File: config.mk
export PLATFORM = sky130hd
export DESIGN_NAME = program_loader
export DESIGN_NICKNAME = d
export VERILOG_FILES = /design/src/rtl/program_loader_defs.sv /design/src/rtl/program_loader.sv
export SDC_FILE = /design/constraint.sdc
export NUM_CORES = 1
export LEC_CHECK = 0
export CAP_MARGIN = 15
export CELL_PAD_IN_SITES_DETAIL_PLACEMENT = 0
export CELL_PAD_IN_SITES_GLOBAL_PLACEMENT = 1
export CORE_ASPECT_RATIO = 1.5
export CORE_MARGIN = 2
export CORE_UTILIZATION = 48
export CTS_BUF_LIST = sky130_fd_sc_hd__clkbuf_8
export CTS_CLUSTER_DIAMETER = 200
export DETAILED_ROUTE_END_ITERATION = 8
export GPL_TIMING_DRIVEN = 0
export PLACE_DENSITY = 0.88
export SLEW_MARGIN = 15
export SYNTH_ARGS = -nofsm -noshare
export SYNTH_HDL_FRONTEND = slang
export SYNTH_SLANG_ARGS = --single-unit
export TNS_END_PERCENT = 5
File: constraint.sdc
create_clock -name clk -period 5.2 [get_ports clk]
set_input_delay 0.78 -clock clk [delete_from_list [all_inputs] [get_ports clk]]
set_output_delay 0.78 -clock clk [all_outputs]
set_load 0.1 [all_outputs]
File: src/rtl/program_loader_defs.sv
// Shared definitions for the Hack CPU boot-time program loader.
package program_loader_defs;

  localparam int unsigned ROM_ADDR_W = 15;

  typedef enum logic [2:0] {
    LEN_HI  = 3'd0,
    LEN_LO  = 3'd1,
    DATA_HI = 3'd2,
    DATA_LO = 3'd3,
    CHECK   = 3'd4,
    RUN     = 3'd5,
    ERROR   = 3'd6
  } state_e;

endpackage

File: src/rtl/program_loader.sv
// Loads a framed, checksummed program image into instruction ROM and holds the
// CPU in reset until the image verifies.
module program_loader
  import program_loader_defs::*;
#(
  parameter int unsigned ADDR_W = ROM_ADDR_W
) (
  input  logic              clk,
  input  logic              reset_n,
  input  logic [7:0]        in_data,
  input  logic              in_valid,
  output logic              in_ready,
  input  logic              load_req,
  output logic              rom_we,
  output logic [ADDR_W-1:0] rom_addr,
  output logic [15:0]       rom_wdata,
  output logic              cpu_reset,
  output logic              busy,
  output logic              error
);

  state_e            state_q, state_d;
  logic [15:0]       len_q;
  logic [15:0]       idx_q;
  logic [7:0]        sum_q;
  logic [7:0]        hi_q;
  logic              rom_we_q;
  logic [ADDR_W-1:0] rom_addr_q;
  logic [15:0]       rom_wdata_q;

  logic        accept;
  logic [15:0] new_len;
  logic        too_long;
  logic        last_word;
  logic        reload;

  assign accept    = in_valid && in_ready;
  assign new_len   = {len_q[15:8], in_data};
  // Images may fill the ROM exactly; one word more cannot be addressed.
  assign too_long  = 32'(new_len) > (32'd1 << ADDR_W);
  assign last_word = (idx_q == len_q - 16'd1);
  assign reload    = ((state_q == RUN) || (state_q == ERROR)) && load_req;

  always_ff @(posedge clk or negedge reset_n) begin
    if (!reset_n) begin
      state_q <= LEN_HI;
    end else begin
      state_q <= state_d;
    end
  end

  always_comb begin
    state_d = state_q;
    unique case (state_q)
      LEN_HI:  if (accept) state_d = LEN_LO;
      LEN_LO: begin
        if (accept) begin
          if (too_long)             state_d = ERROR;
          else if (new_len == '0)   state_d = CHECK;
          else                      state_d = DATA_HI;
        end
      end
      DATA_HI: if (accept) state_d = DATA_LO;
      DATA_LO: if (accept) state_d = last_word ? CHECK : DATA_HI;
      CHECK:   if (accept) state_d = (in_data == sum_q) ? RUN : ERROR;
      RUN:     if (load_req) state_d = LEN_HI;
      ERROR:   if (load_req) state_d = LEN_HI;
      default: state_d = LEN_HI;
    endcase
  end

  always_comb begin
    in_ready  = 1'b0;
    busy      = 1'b0;
    cpu_reset = 1'b1;
    error     = 1'b0;
    unique case (state_q)
      LEN_HI, LEN_LO, DATA_HI, DATA_LO, CHECK: begin
        in_ready = 1'b1;
        busy     = 1'b1;
      end
      RUN:     cpu_reset = 1'b0;
      ERROR:   error = 1'b1;
      default: ;
    endcase
  end

  always_ff @(posedge clk or negedge reset_n) begin
    if (!reset_n) begin
      len_q       <= '0;
      idx_q       <= '0;
      sum_q       <= '0;
      hi_q        <= '0;
      rom_we_q    <= 1'b0;
      rom_addr_q  <= '0;
      rom_wdata_q <= '0;
    end else begin
      rom_we_q <= 1'b0;
      if (reload) begin
        len_q <= '0;
        idx_q <= '0;
        sum_q <= '0;
      end else if (accept) begin
        sum_q <= sum_q + in_data;
        unique case (state_q)
          LEN_HI:  len_q[15:8] <= in_data;
          LEN_LO:  len_q[7:0]  <= in_data;
          DATA_HI: hi_q        <= in_data;
          DATA_LO: begin
            rom_we_q    <= 1'b1;
            rom_addr_q  <= ADDR_W'(idx_q);
            rom_wdata_q <= {hi_q, in_data};
            idx_q       <= idx_q + 16'd1;
          end
          default: ;
        endcase
      end
    end
  end

  assign rom_we    = rom_we_q;
  assign rom_addr  = rom_addr_q;
  assign rom_wdata = rom_wdata_q;

endmodule

Word-level counts from Yosys, hierarchy flattened --
Cells that the tools add are included.
Word-level totals: flip-flop bits (word level) 83, input port bits 12
Cells by class: equality and inequality tests 14, magnitude comparators 1, reduce and logical (&&, ||, !) cells 17, bitwise logic cells 1, add/sub/neg operators 3, multiplexer cells 26
Operators with widths (number):
- $mux W16 | 5
- $mux W8 | 4
- $mux W3 | 9
- $pmux W3 S6 | 1
- $add A16 B1 Y16 const B | 1
- $eq A16 B16 Y1 | 1
- $gt A16 B16 Y1 const B | 1
- $logic_not A16 Y1 | 1
- $sub A16 B1 Y16 const B | 1
- $ne A2 B2 Y1 const B | 5
- $eq A3 B3 Y1 const B | 3
- $add A8 B8 Y8 | 1
- $eq A8 B8 Y1 | 1
- $reduce_bool A2 Y1 | 4
- $eq A3 B2 Y1 const B | 2
- $mux W1 | 6
- $reduce_and A2 Y1 | 3
- $reduce_and A3 Y1 | 2
- $reduce_and A6 Y1 | 1
- $reduce_or A5 Y1 | 1
- $eq A3 B1 Y1 const B | 1
- $logic_not A3 Y1 | 1
- $logic_and A1 B1 Y1 | 2
- $mux W2 | 1
- 4 further kinds | 4

Depth between registers and ports, before layout --
Gate-level depths: netlist (run 1).
depth in word-level cells 6, depth in mapped cells 10, depth with buffers taken out 10

Worst setup path after synthesis (run 1) --
OpenSTA, ideal clock, no wires.
path type register -> output, start register state_q[1], end output port in_ready, arrival 3324 ps, setup slack 1096 ps, cell stages (with the launch flop) 3, cell sequence dfrtp_1 > o21ai_0 > buf_4
Between the ends: longest elaborated chain between the ends 3, elaborated cells between the ends (all ways) 7, those cells by class eq/ne: 4; mux: 1; reduce/logical: 2
RTL lines:
- start: declaration | line program_loader.sv:22 | state_e state_q, state_d;
- start signal: assignment | line program_loader.sv:48 | state_q <= state_d;
- $eq A3 B1 Y1 (tied with other cells)
- $reduce_or A5 Y1 *
- $mux W1 *
- end: declaration | line program_loader.sv:12 | output logic in_ready,
Every way passes the cells marked *; elsewhere a longest branch is shown, timed or not.

Final worst setup path (run 1) --
start register state_q[1], end output port in_ready
Between the ends: longest elaborated chain between the ends 3, elaborated cells between the ends (all ways) 7, those cells by class eq/ne: 4; mux: 1; reduce/logical: 2
RTL lines:
- $eq A3 B1 Y1 (tied with other cells) | line program_loader.sv:77 | unique case (state_q)
- $reduce_or A5 Y1 * | line program_loader.sv:77
- $mux W1 * | line program_loader.sv:77
Marked as above.

==> results of run 1 <==
## synthesized netlist by cell type, types with 2 or more instances
library cell    n  area, sq um
nand2b_1        6         37.5
nor2_1         20         75.1
a21oi_1        24          120
o211ai_1        2         15.0
o31ai_1         2         15.0
xor2_1         22          193
mux2_2         10          113
or4_1           3         22.5
nor2b_1         4         25.0
a31oi_1         2         12.5
clkbuf_1       22         82.6
nand4_1         5         31.3
mux2i_1         4         40.0
o22ai_1         2         12.5
nor3b_1         4         30.0
nand2_1       149          559
xnor2_1        10         87.6
inv_1           8         30.0
nor3_1         10         50.1
dfrtp_1        83         2080
nor4_1          3         18.8
nand3_1        14         70.1
or2_2           2         12.5
or3_1           4         25.0
and3_1          8         50.1
o41ai_1         2         17.5
o21ai_0        22          110
a21o_1          3         22.5
buf_6           2         22.5
ha_1            9          113
## registers in the layout, indices dropped and copies added, names as in the netlist
name       cells
sum_q          8
hi_q           8
rom_addr      15
len_q         16
rom_we         1
idx_q         16
rom_wdata     16
state_q        3
## how the worst max path moves through the flow
stage          startpoint           end  cells past startpoint
3_5_place_dp   in_data[1]      sum_q[7]                      9
2_1_floorplan  state_q[1]      in_ready                      2
4_1_cts        state_q[1]      in_ready                      3
6_report       state_q[1]      in_ready                      3
3_3_place_gp      reset_n  rom_wdata[5]                      1
5_1_grt        state_q[1]      in_ready                      3
## area by class of cell
| class | instances | area (sq um) |
|---|---|---|
| clock buffers | 10 | 138 |
| flip-flops and latches | 83 | 2080 |
| repair buffers | 46 | 475 |
| multi-input cells | 362 | 2080 |
| inverters | 9 | 33.8 |
| clock inverters | 5 | 38.8 |
| fillers | 792 | 3680 |
| plain buffers | 26 | 116 |
| well taps | 110 | 138 |
## cell families after synthesis
logic type	Yosys count	synth area share, %
muxes	14	3.55
adders and majority gates	10	3.09
AOI/OAI and AO/OA	70	10.5
xor gates and xnor gates	32	6.52
buffers and inverters	35	3.49
and+or+nand+nor	236	24.6
DFF	83	48.3
## metal layers
layer  up-vias  global-route usage [%]
li1       1736                       -
met1      1640                    28.8
met2        65                    37.4
met3        32                    4.59
met4         0                    14.5
met5         -                       0
## stage by stage
stage / std cells / hold slack [ns] / setup slack [ns]
6_report: 651 / 0.373 / 1.76
5_1_grt: 651 / 0.401 / 1.62
4_1_cts: 651 / 0.373 / 1.72
3_5_place_dp: 636 / 0.454 / 1.99
3_3_place_gp: 635 / 0.452 / 0.366
2_1_floorplan: 480 / 0.435 / 1.10
## report_power, final
group | switching [mW] | internal [mW] | leakage [nW]
combinational | 1.14 | 0.531 | 1.18
clock | 0.247 | 0.185 | 0.0770
sequential | 0.182 | 0.856 | 1.08
total | 1.57 | 1.57 | 2.33
## worst max-delay path, stage by stage (launching register included)
cell and delay [ns]:
dfrtp_1 0.46, o21ai_0 0.52, buf_4 0.20, clkdlybuf4s50_1 1.12
==> run_results.csv, run 1 <==
group,metric,value,unit
cells_and_area,syn2layout_area_growth,18.5,%
cts,cts_post_setup_buffers_inserted,0,
cells_and_area,most-common-layout-cells,"nand2_1 (149), dfrtp_1 (83), clkdlybuf4s50_1 (44)",
cts,holdBufCountCts,0,
timing,finalSetupTns,0,ns
cells_and_area,fin_nets,559,
worst_setup_path,start_to_end_type_of_the_worst_setup_path,"flip-flop to output port",
worst_setup_path,crit_path_max_fanout,7,
detailed_routing,firstDrtPassIters,4,
worst_setup_path,cp_data_arrival_time,2.66,ns
timing,rsz_0062_raised_after_global_routing,"false",
synth,synth_area_per_cell,8.96,sq um
global_route,grt.total_usage,23.5,%
cells_and_area,layout_commonest_cell,"nand2_1",
worst_hold_path,worstHoldPathType,"input pin to async pin",
timing,finalMaxSlewViolations,0,
timing,relative_slew_slack,34.0,%
placed_design,placed_area,4920,sq um
pwr,vdd_drop_max,0.501,mV
global_route,grt_antenna_before_repair,0,
cts,tritoncts,"yes",
cts,cts.path.max_buffers,2,
timing,max_freq,291,MHz
cells_and_area,post-route-cell-area,5090,sq um
detailed_routing,routed-via-count,3473,
cts,clkLatencyLatePin,0.36,ns
detailed_routing,route.final.wire_length,10000,um
detailed_routing,post-route-drc-count,0,
synth,synthArstFlopShare,100,%
synth,ys_dominant_reg_cell,"dfrtp_1",
placed_design,number_of_port_buffers,45,
timing,finClkSkew,0.00618,ns
floorplanning,core.rowCount,42,
global_route,largest_net_degree_at_the_start_of_global_routing,49,
cts,clk_pin_slew,0.08,ns
cts,ctsResizeCount,0,
run,maxCapViolCount,0,
synth,synth_warnings,0,
cts,root_buffer,"clkbuf_8",
cells_and_area,antennaDiodeCount,0,
floorplanning,core,8780,sq um
timing,hold_viol_final,0,
placed_design,dp.final_hpwl,7380,um
worst_setup_path,r2r-start,"len_q[3]",
synth,synth-edff-count,0,
cells_and_area,postLayoutCoreUtil,58.0,%
timing,worstMarginPinSlew,0.986,ns
placed_design,gp_routability_congestion,0.878,
outcome,status,"complete, no violations",
detailed_routing,met3RoutedLength,309,um
pwr,leakage,2.33,nW
timing,final-setup-viol-count,0,
detailed_routing,detailed_route_wirelength_on_metal2,4970,um
detailed_routing,routedLengthMet1,4240,um
synth,syn_inst,480,
floorplanning,die_ar,9750,sq um
pwr,p_total,3.14,mW
cts,cts-htree-levels,3,
worst_setup_path,critical_path.endpoint_type,"output port",
synth,synth-seq-cells,83,
floorplanning,ios,48,
synth,syn-num-nets,502,
floorplanning,die_w,81.3,um
timing,min_period_over_period,66.1,%
worst_setup_path,timing.reg2reg.setup_slack,2.28,ns
floorplanning,initial_utilization,49.0,%
worst_setup_path,ff2ff_path_depth,8,
synth,ys_seq_area_share,48.3,%
cts,numCtsBuffers,9,
global_route,grt_remaining_overflow,0,
timing,finalCriticalPeriod,3.44,ns
detailed_routing,routedWlPerCell,15.4,um
global_route,vias_in_the_first_global_route,3561,
worst_setup_path,critPathLaunchType,"flip-flop",
detailed_routing,initialDrtViolationCount,145,
worst_setup_path,cp.required,4.42,ns
global_route,wire_length_of_the_first_global_routing_pass,17500,um
floorplanning,die_h,120,um
synth,synth_cell_types,49,
pwr,pwr_density_cell,617,nW/um^2
detailed_routing,post_drt_via_cell_ratio,5.33,
worst_setup_path,timing.rr.end,"state_q[2]",
detailed_routing,final_antenna_net_count,0,
cts,cts.sinks,83,
synth,syn_area,4300,sq um
cells_and_area,drive_above_1_share,6.84,%
detailed_routing,maxUsedRoutingLayer,"met4",
Note: power is estimated with default switching activity, not from simulation.
==> run 2, diff against run 1 <==
--- a/config.mk
+++ b/config.mk
@@ -10,12 +10,12 @@
 export CELL_PAD_IN_SITES_GLOBAL_PLACEMENT = 1
 export CORE_ASPECT_RATIO = 1.5
 export CORE_MARGIN = 2
-export CORE_UTILIZATION = 48
+export CORE_UTILIZATION = 45
 export CTS_BUF_LIST = sky130_fd_sc_hd__clkbuf_8
 export CTS_CLUSTER_DIAMETER = 200
 export DETAILED_ROUTE_END_ITERATION = 8
 export GPL_TIMING_DRIVEN = 0
-export PLACE_DENSITY = 0.88
+export PLACE_DENSITY = 0.83
 export SLEW_MARGIN = 15
 export SYNTH_ARGS = -nofsm -noshare
 export SYNTH_HDL_FRONTEND = slang
==> constraint.sdc (replaced) <==
create_clock -name clk -period 3.3 [get_ports clk]
set_input_delay 0.495 -clock clk [delete_from_list [all_inputs] [get_ports clk]]
set_output_delay 0.495 -clock clk [all_outputs]
set_load 0.1 [all_outputs]
==> run 2 against run 1 <==
Effect of this change:
- cell count is 0.46% higher
- first-iteration DRC count up 0.69%
- die area up 6.4%
- clock power is 78% higher
- count of clock-buffer cells in the layout fell by 1
- critical path type unchanged
==> run_results.csv, run 2 (same netlist as run 1, synthesis figures left out) <==
group,metric,value,unit
outcome,status,"complete, no violations",
detailed_routing,initialDrtViolationCount,146,
detailed_routing,routedLengthMet1,4250,um
timing,finalSetupTns,0,ns
timing,rsz_0062_raised_after_global_routing,"false",
floorplanning,die_w,83.8,um
cts,ctsResizeCount,0,
placed_design,number_of_port_buffers,45,
floorplanning,ios,48,
detailed_routing,final_antenna_net_count,0,
worst_setup_path,timing.reg2reg.setup_slack,0.44,ns
detailed_routing,post-route-drc-count,0,
pwr,vdd_drop_max,0.983,mV
global_route,grt_remaining_overflow,0,
cts,cts.sinks,83,
worst_hold_path,worstHoldPathType,"input pin to async pin",
timing,finClkSkew,0.0121,ns
worst_setup_path,ff2ff_path_depth,8,
cells_and_area,most-common-layout-cells,"nand2_1 (149), dfrtp_1 (83), clkdlybuf4s50_1 (44)",
cells_and_area,syn2layout_area_growth,19.2,%
cts,cts-htree-levels,3,
detailed_routing,firstDrtPassIters,4,
timing,finalCriticalPeriod,3.06,ns
global_route,largest_net_degree_at_the_start_of_global_routing,49,
detailed_routing,route.final.wire_length,10000,um
global_route,vias_in_the_first_global_route,3504,
timing,finalMaxSlewViolations,0,
floorplanning,core.rowCount,43,
cells_and_area,post-route-cell-area,5130,sq um
worst_setup_path,critPathLaunchType,"flip-flop",
placed_design,gp_routability_congestion,0.854,
worst_setup_path,cp.required,2.80,ns
detailed_routing,detailed_route_wirelength_on_metal2,5020,um
detailed_routing,maxUsedRoutingLayer,"met4",
detailed_routing,routed-via-count,3495,
detailed_routing,met3RoutedLength,337,um
global_route,wire_length_of_the_first_global_routing_pass,16900,um
global_route,grt.total_usage,20.6,%
cts,numCtsBuffers,9,
timing,min_period_over_period,92.7,%
global_route,grt_antenna_before_repair,0,
detailed_routing,post_drt_via_cell_ratio,5.34,
pwr,leakage,2.36,nW
cts,holdBufCountCts,0,
cts,tritoncts,"yes",
floorplanning,die_ar,10400,sq um
timing,relative_slew_slack,33.8,%
cts,clkLatencyLatePin,0.37,ns
worst_setup_path,crit_path_max_fanout,10,
placed_design,placed_area,4920,sq um
pwr,pwr_density_cell,984,nW/um^2
timing,worstMarginPinSlew,0.990,ns
floorplanning,initial_utilization,46.5,%
cells_and_area,layout_commonest_cell,"nand2_1",
worst_setup_path,start_to_end_type_of_the_worst_setup_path,"flip-flop to output port",
cells_and_area,drive_above_1_share,7.01,%
worst_setup_path,critical_path.endpoint_type,"output port",
timing,hold_viol_final,0,
cts,cts.path.max_buffers,2,
worst_setup_path,cp_data_arrival_time,2.56,ns
cts,cts_post_setup_buffers_inserted,0,
timing,max_freq,327,MHz
placed_design,dp.final_hpwl,7340,um
cells_and_area,nFillCells,881,
cells_and_area,antennaDiodeCount,0,
cells_and_area,fin_nets,559,
floorplanning,die_h,124,um
floorplanning,core,9250,sq um
detailed_routing,routedWlPerCell,15.3,um
cts,clk_pin_slew,0.09,ns
cts,root_buffer,"clkbuf_8",
timing,final-setup-viol-count,0,
run,maxCapViolCount,0,
-- run 2: where the power goes --
| group | switching, mW | internal, mW | total [mW] |
|---|---|---|---|
| Sequential | 0.289 | 1.35 | 1.64 |
| Combinational | 1.80 | 0.837 | 2.64 |
| Clock | 0.407 | 0.361 | 0.769 |
| Total | 2.50 | 2.55 | 5.05 |
-- run 2: metrics by stage --
| stage | util, % | setup WS, ns | power, mW | cells | hold slack [ns] |
|---|---|---|---|---|---|
| after floorplan | - | 0.396 | 3.66 | 480 | 0.199 |
| after global routing | 55.4 | 0.136 | 5.38 | 654 | 0.101 |
| after CTS | 55.4 | 0.232 | 5.08 | 654 | 0.0759 |
| after detailed placement | 53.2 | 0.407 | 4.30 | 638 | 0.456 |
| final | 55.4 | 0.242 | 5.05 | 654 | 0.0752 |
| after global placement | 52.8 | -1.27 | 4.23 | 637 | 0.454 |
-- run 2: layer usage --
layer  global-route usage (%)  vias to the layer above
li1                         -                     1732
met1                     23.8                     1682
met2                     36.4                       59
met3                     3.84                       22
met4                     11.2                        0
met5                        0                        -
-- run 2: path summary, 6_finish.rpt --
path / from / endpoint
worst max-delay path: state_q[0] / cpu_reset
worst min-delay path: reset_n / rom_addr[7]
worst max register to register: len_q[3] / state_q[1]
worst min register to register: hi_q[2] / rom_wdata[10]
max in group asynchronous: reset_n / rom_wdata[10]
min in group clk: hi_q[2] / rom_wdata[10]
-- run 2: worst max-delay path, cell delays in order, from the launching register on --
cell and delay [ns]:
dfrtp_1 0.43, clkbuf_1 0.38, nand2_1 0.13, or2_2 0.28
clkdlybuf4s50_1 0.97
-- run 2: cell type report --
type,count,area (sq um),area share (%)
plain buffers,26,116,2.27
clock buffers,9,124,2.42
clock inverters,7,82.6,1.61
inverters,9,33.8,0.659
multi-input cells,362,2080,40.5
flip-flops and latches,83,2080,40.5
well taps,112,140,2.73
repair buffers,46,475,9.28
==> run 3, diff against run 2 <==
--- a/config.mk
+++ b/config.mk
@@ -15,7 +15,9 @@
 export CTS_CLUSTER_DIAMETER = 200
 export DETAILED_ROUTE_END_ITERATION = 8
 export GPL_TIMING_DRIVEN = 0
+export MAX_ROUTING_LAYER = met4
 export PLACE_DENSITY = 0.83
+export SKIP_CTS_REPAIR_TIMING = 1
 export SLEW_MARGIN = 15
 export SYNTH_ARGS = -nofsm -noshare
 export SYNTH_HDL_FRONTEND = slang
==> run 3 against run 2 <==
Effect of this change:
- setup slack better by 0.0048 ns
- sequential power hardly changed
- largest power group unchanged
- highest routed layer unchanged
- largest cell class unchanged
- routed wire length hardly changed
==> run_results.csv, run 3 (same netlist as run 1, synthesis figures left out) <==
group,metric,value,unit
global_route,grt_antenna_before_repair,0,
cts,cts.sinks,83,
pwr,pwr_density_cell,983,nW/um^2
detailed_routing,post-route-drc-count,0,
timing,finalMaxSlewViolations,0,
global_route,wire_length_of_the_first_global_routing_pass,16900,um
global_route,grt_remaining_overflow,0,
cts,root_buffer,"clkbuf_8",
floorplanning,ios,48,
global_route,largest_net_degree_at_the_start_of_global_routing,49,
timing,hold_slack,0.0760,ns
timing,hold_viol_final,0,
cells_and_area,layout_commonest_cell,"nand2_1",
worst_setup_path,cp.required,2.80,ns
cells_and_area,antennaDiodeCount,0,
placed_design,number_of_port_buffers,45,
timing,final-setup-viol-count,0,
worst_setup_path,cp_data_arrival_time,2.56,ns
cts,tritoncts,"yes",
timing,rsz_0062_raised_after_global_routing,"false",
placed_design,dp.final_hpwl,7340,um
timing,min_period_over_period,92.5,%
detailed_routing,routedWlPerCell,15.3,um
cts,cts-htree-levels,3,
global_route,vias_in_the_first_global_route,3499,
global_route,grt.total_usage,21.2,%
timing,finalCriticalPeriod,3.05,ns
timing,relative_slew_slack,33.8,%
run,maxCapViolCount,0,
cts,numCtsBuffers,9,
cts,clkLatencyLatePin,0.37,ns
pwr,vdd_drop_max,0.982,mV
worst_setup_path,crit_path_max_fanout,10,
floorplanning,die_w,83.8,um
worst_setup_path,start_to_end_type_of_the_worst_setup_path,"flip-flop to output port",
timing,postLayoutSetupSlackWorst,0.246,ns
cells_and_area,drive_above_1_share,7.01,%
placed_design,placement_setup_slack,0.407,ns
detailed_routing,initialDrtViolationCount,121,
cells_and_area,syn2layout_area_growth,19.2,%
detailed_routing,firstDrtPassIters,4,
cells_and_area,postLayoutCoreUtil,55.4,%
worst_setup_path,critPathLaunchType,"flip-flop",
worst_setup_path,critical_path.endpoint_type,"output port",
cts,cts.path.max_buffers,2,
detailed_routing,final_antenna_net_count,0,
worst_hold_path,worstHoldPathType,"input pin to async pin",
outcome,status,"complete, no violations",
detailed_routing,route.final.wire_length,10000,um
floorplanning,die_ar,10400,sq um
floorplanning,die_h,124,um
cts,clk_pin_slew,0.09,ns
floorplanning,initial_utilization,46.5,%
timing,max_freq,327,MHz
detailed_routing,post_drt_via_cell_ratio,5.36,
cells_and_area,post-route-cell-area,5130,sq um
cells_and_area,fin_nets,559,
pwr,leakage,2.36,nW
floorplanning,core,9250,sq um
detailed_routing,routed-via-count,3506,
cells_and_area,most-common-layout-cells,"nand2_1 (149), dfrtp_1 (83), clkdlybuf4s50_1 (44)",
placed_design,placed_area,4920,sq um
placed_design,gp_routability_congestion,0.867,
timing,finClkSkew,0.0117,ns
timing,worstMarginPinSlew,0.990,ns
floorplanning,core.rowCount,43,
## run 3: cell counts in the layout (fill, tap and decap cells not counted)
Identical to the previous run, type by type.
## run 3: stage by stage
step	instances	power, mW	TNS, ns
2_1_floorplan	480	3.66	0
3_3_place_gp	637	4.23	-104.96
3_5_place_dp	638	4.30	0
4_1_cts	654	5.08	0
5_1_grt	654	5.38	0
6_report	654	5.04	0
## run 3: final timing paths
| check | startpoint | end | slack, ns | cells past startpoint |
|---|---|---|---|---|
| worst min register to register | hi_q[2] | rom_wdata[10] | 0.47 | 2 |
| worst min-delay path | reset_n | idx_q[9] | 0.08 | 1 |
| max in group asynchronous | reset_n | len_q[5] | 2.63 | 2 |
| worst max-delay path | state_q[0] | cpu_reset | 0.25 | 4 |
| min in group clk | hi_q[2] | rom_wdata[10] | 0.47 | 2 |
| worst max register to register | len_q[3] | state_q[1] | 0.44 | 8 |
## run 3: critical path, cell delays in order, from the launching register on
cell	delay, ns
dfrtp_1	0.43
clkbuf_1	0.38
nand2_1	0.13
or2_2	0.28
clkdlybuf4s50_1	0.97
## run 3: report_power, final
group / internal (mW) / total [mW] / leakage [nW] / switching (mW)
clock network: 0.361 / 0.767 / 0.105 / 0.406
logic: 0.837 / 2.64 / 1.18 / 1.80
registers: 1.35 / 1.64 / 1.08 / 0.288
## run 3: cell type report
class                   instances  area, sq um
flip-flops and latches         83         2080
clock buffers                   9          124
plain buffers                  26          116
fillers                       881         4130
clock inverters                 7         82.6
repair buffers                 46          475
well taps                     112          140
inverters                       9         33.8
multi-input cells             362         2080
## run 3: per-layer routing
| layer | part of all wire (%) | track usage, % |
|---|---|---|
| met5 | 0 | - |
| met4 | 3.9 | 11.2 |
| met3 | 3.8 | 3.71 |
| met2 | 50 | 36.3 |
| met1 | 42 | 23.9 |
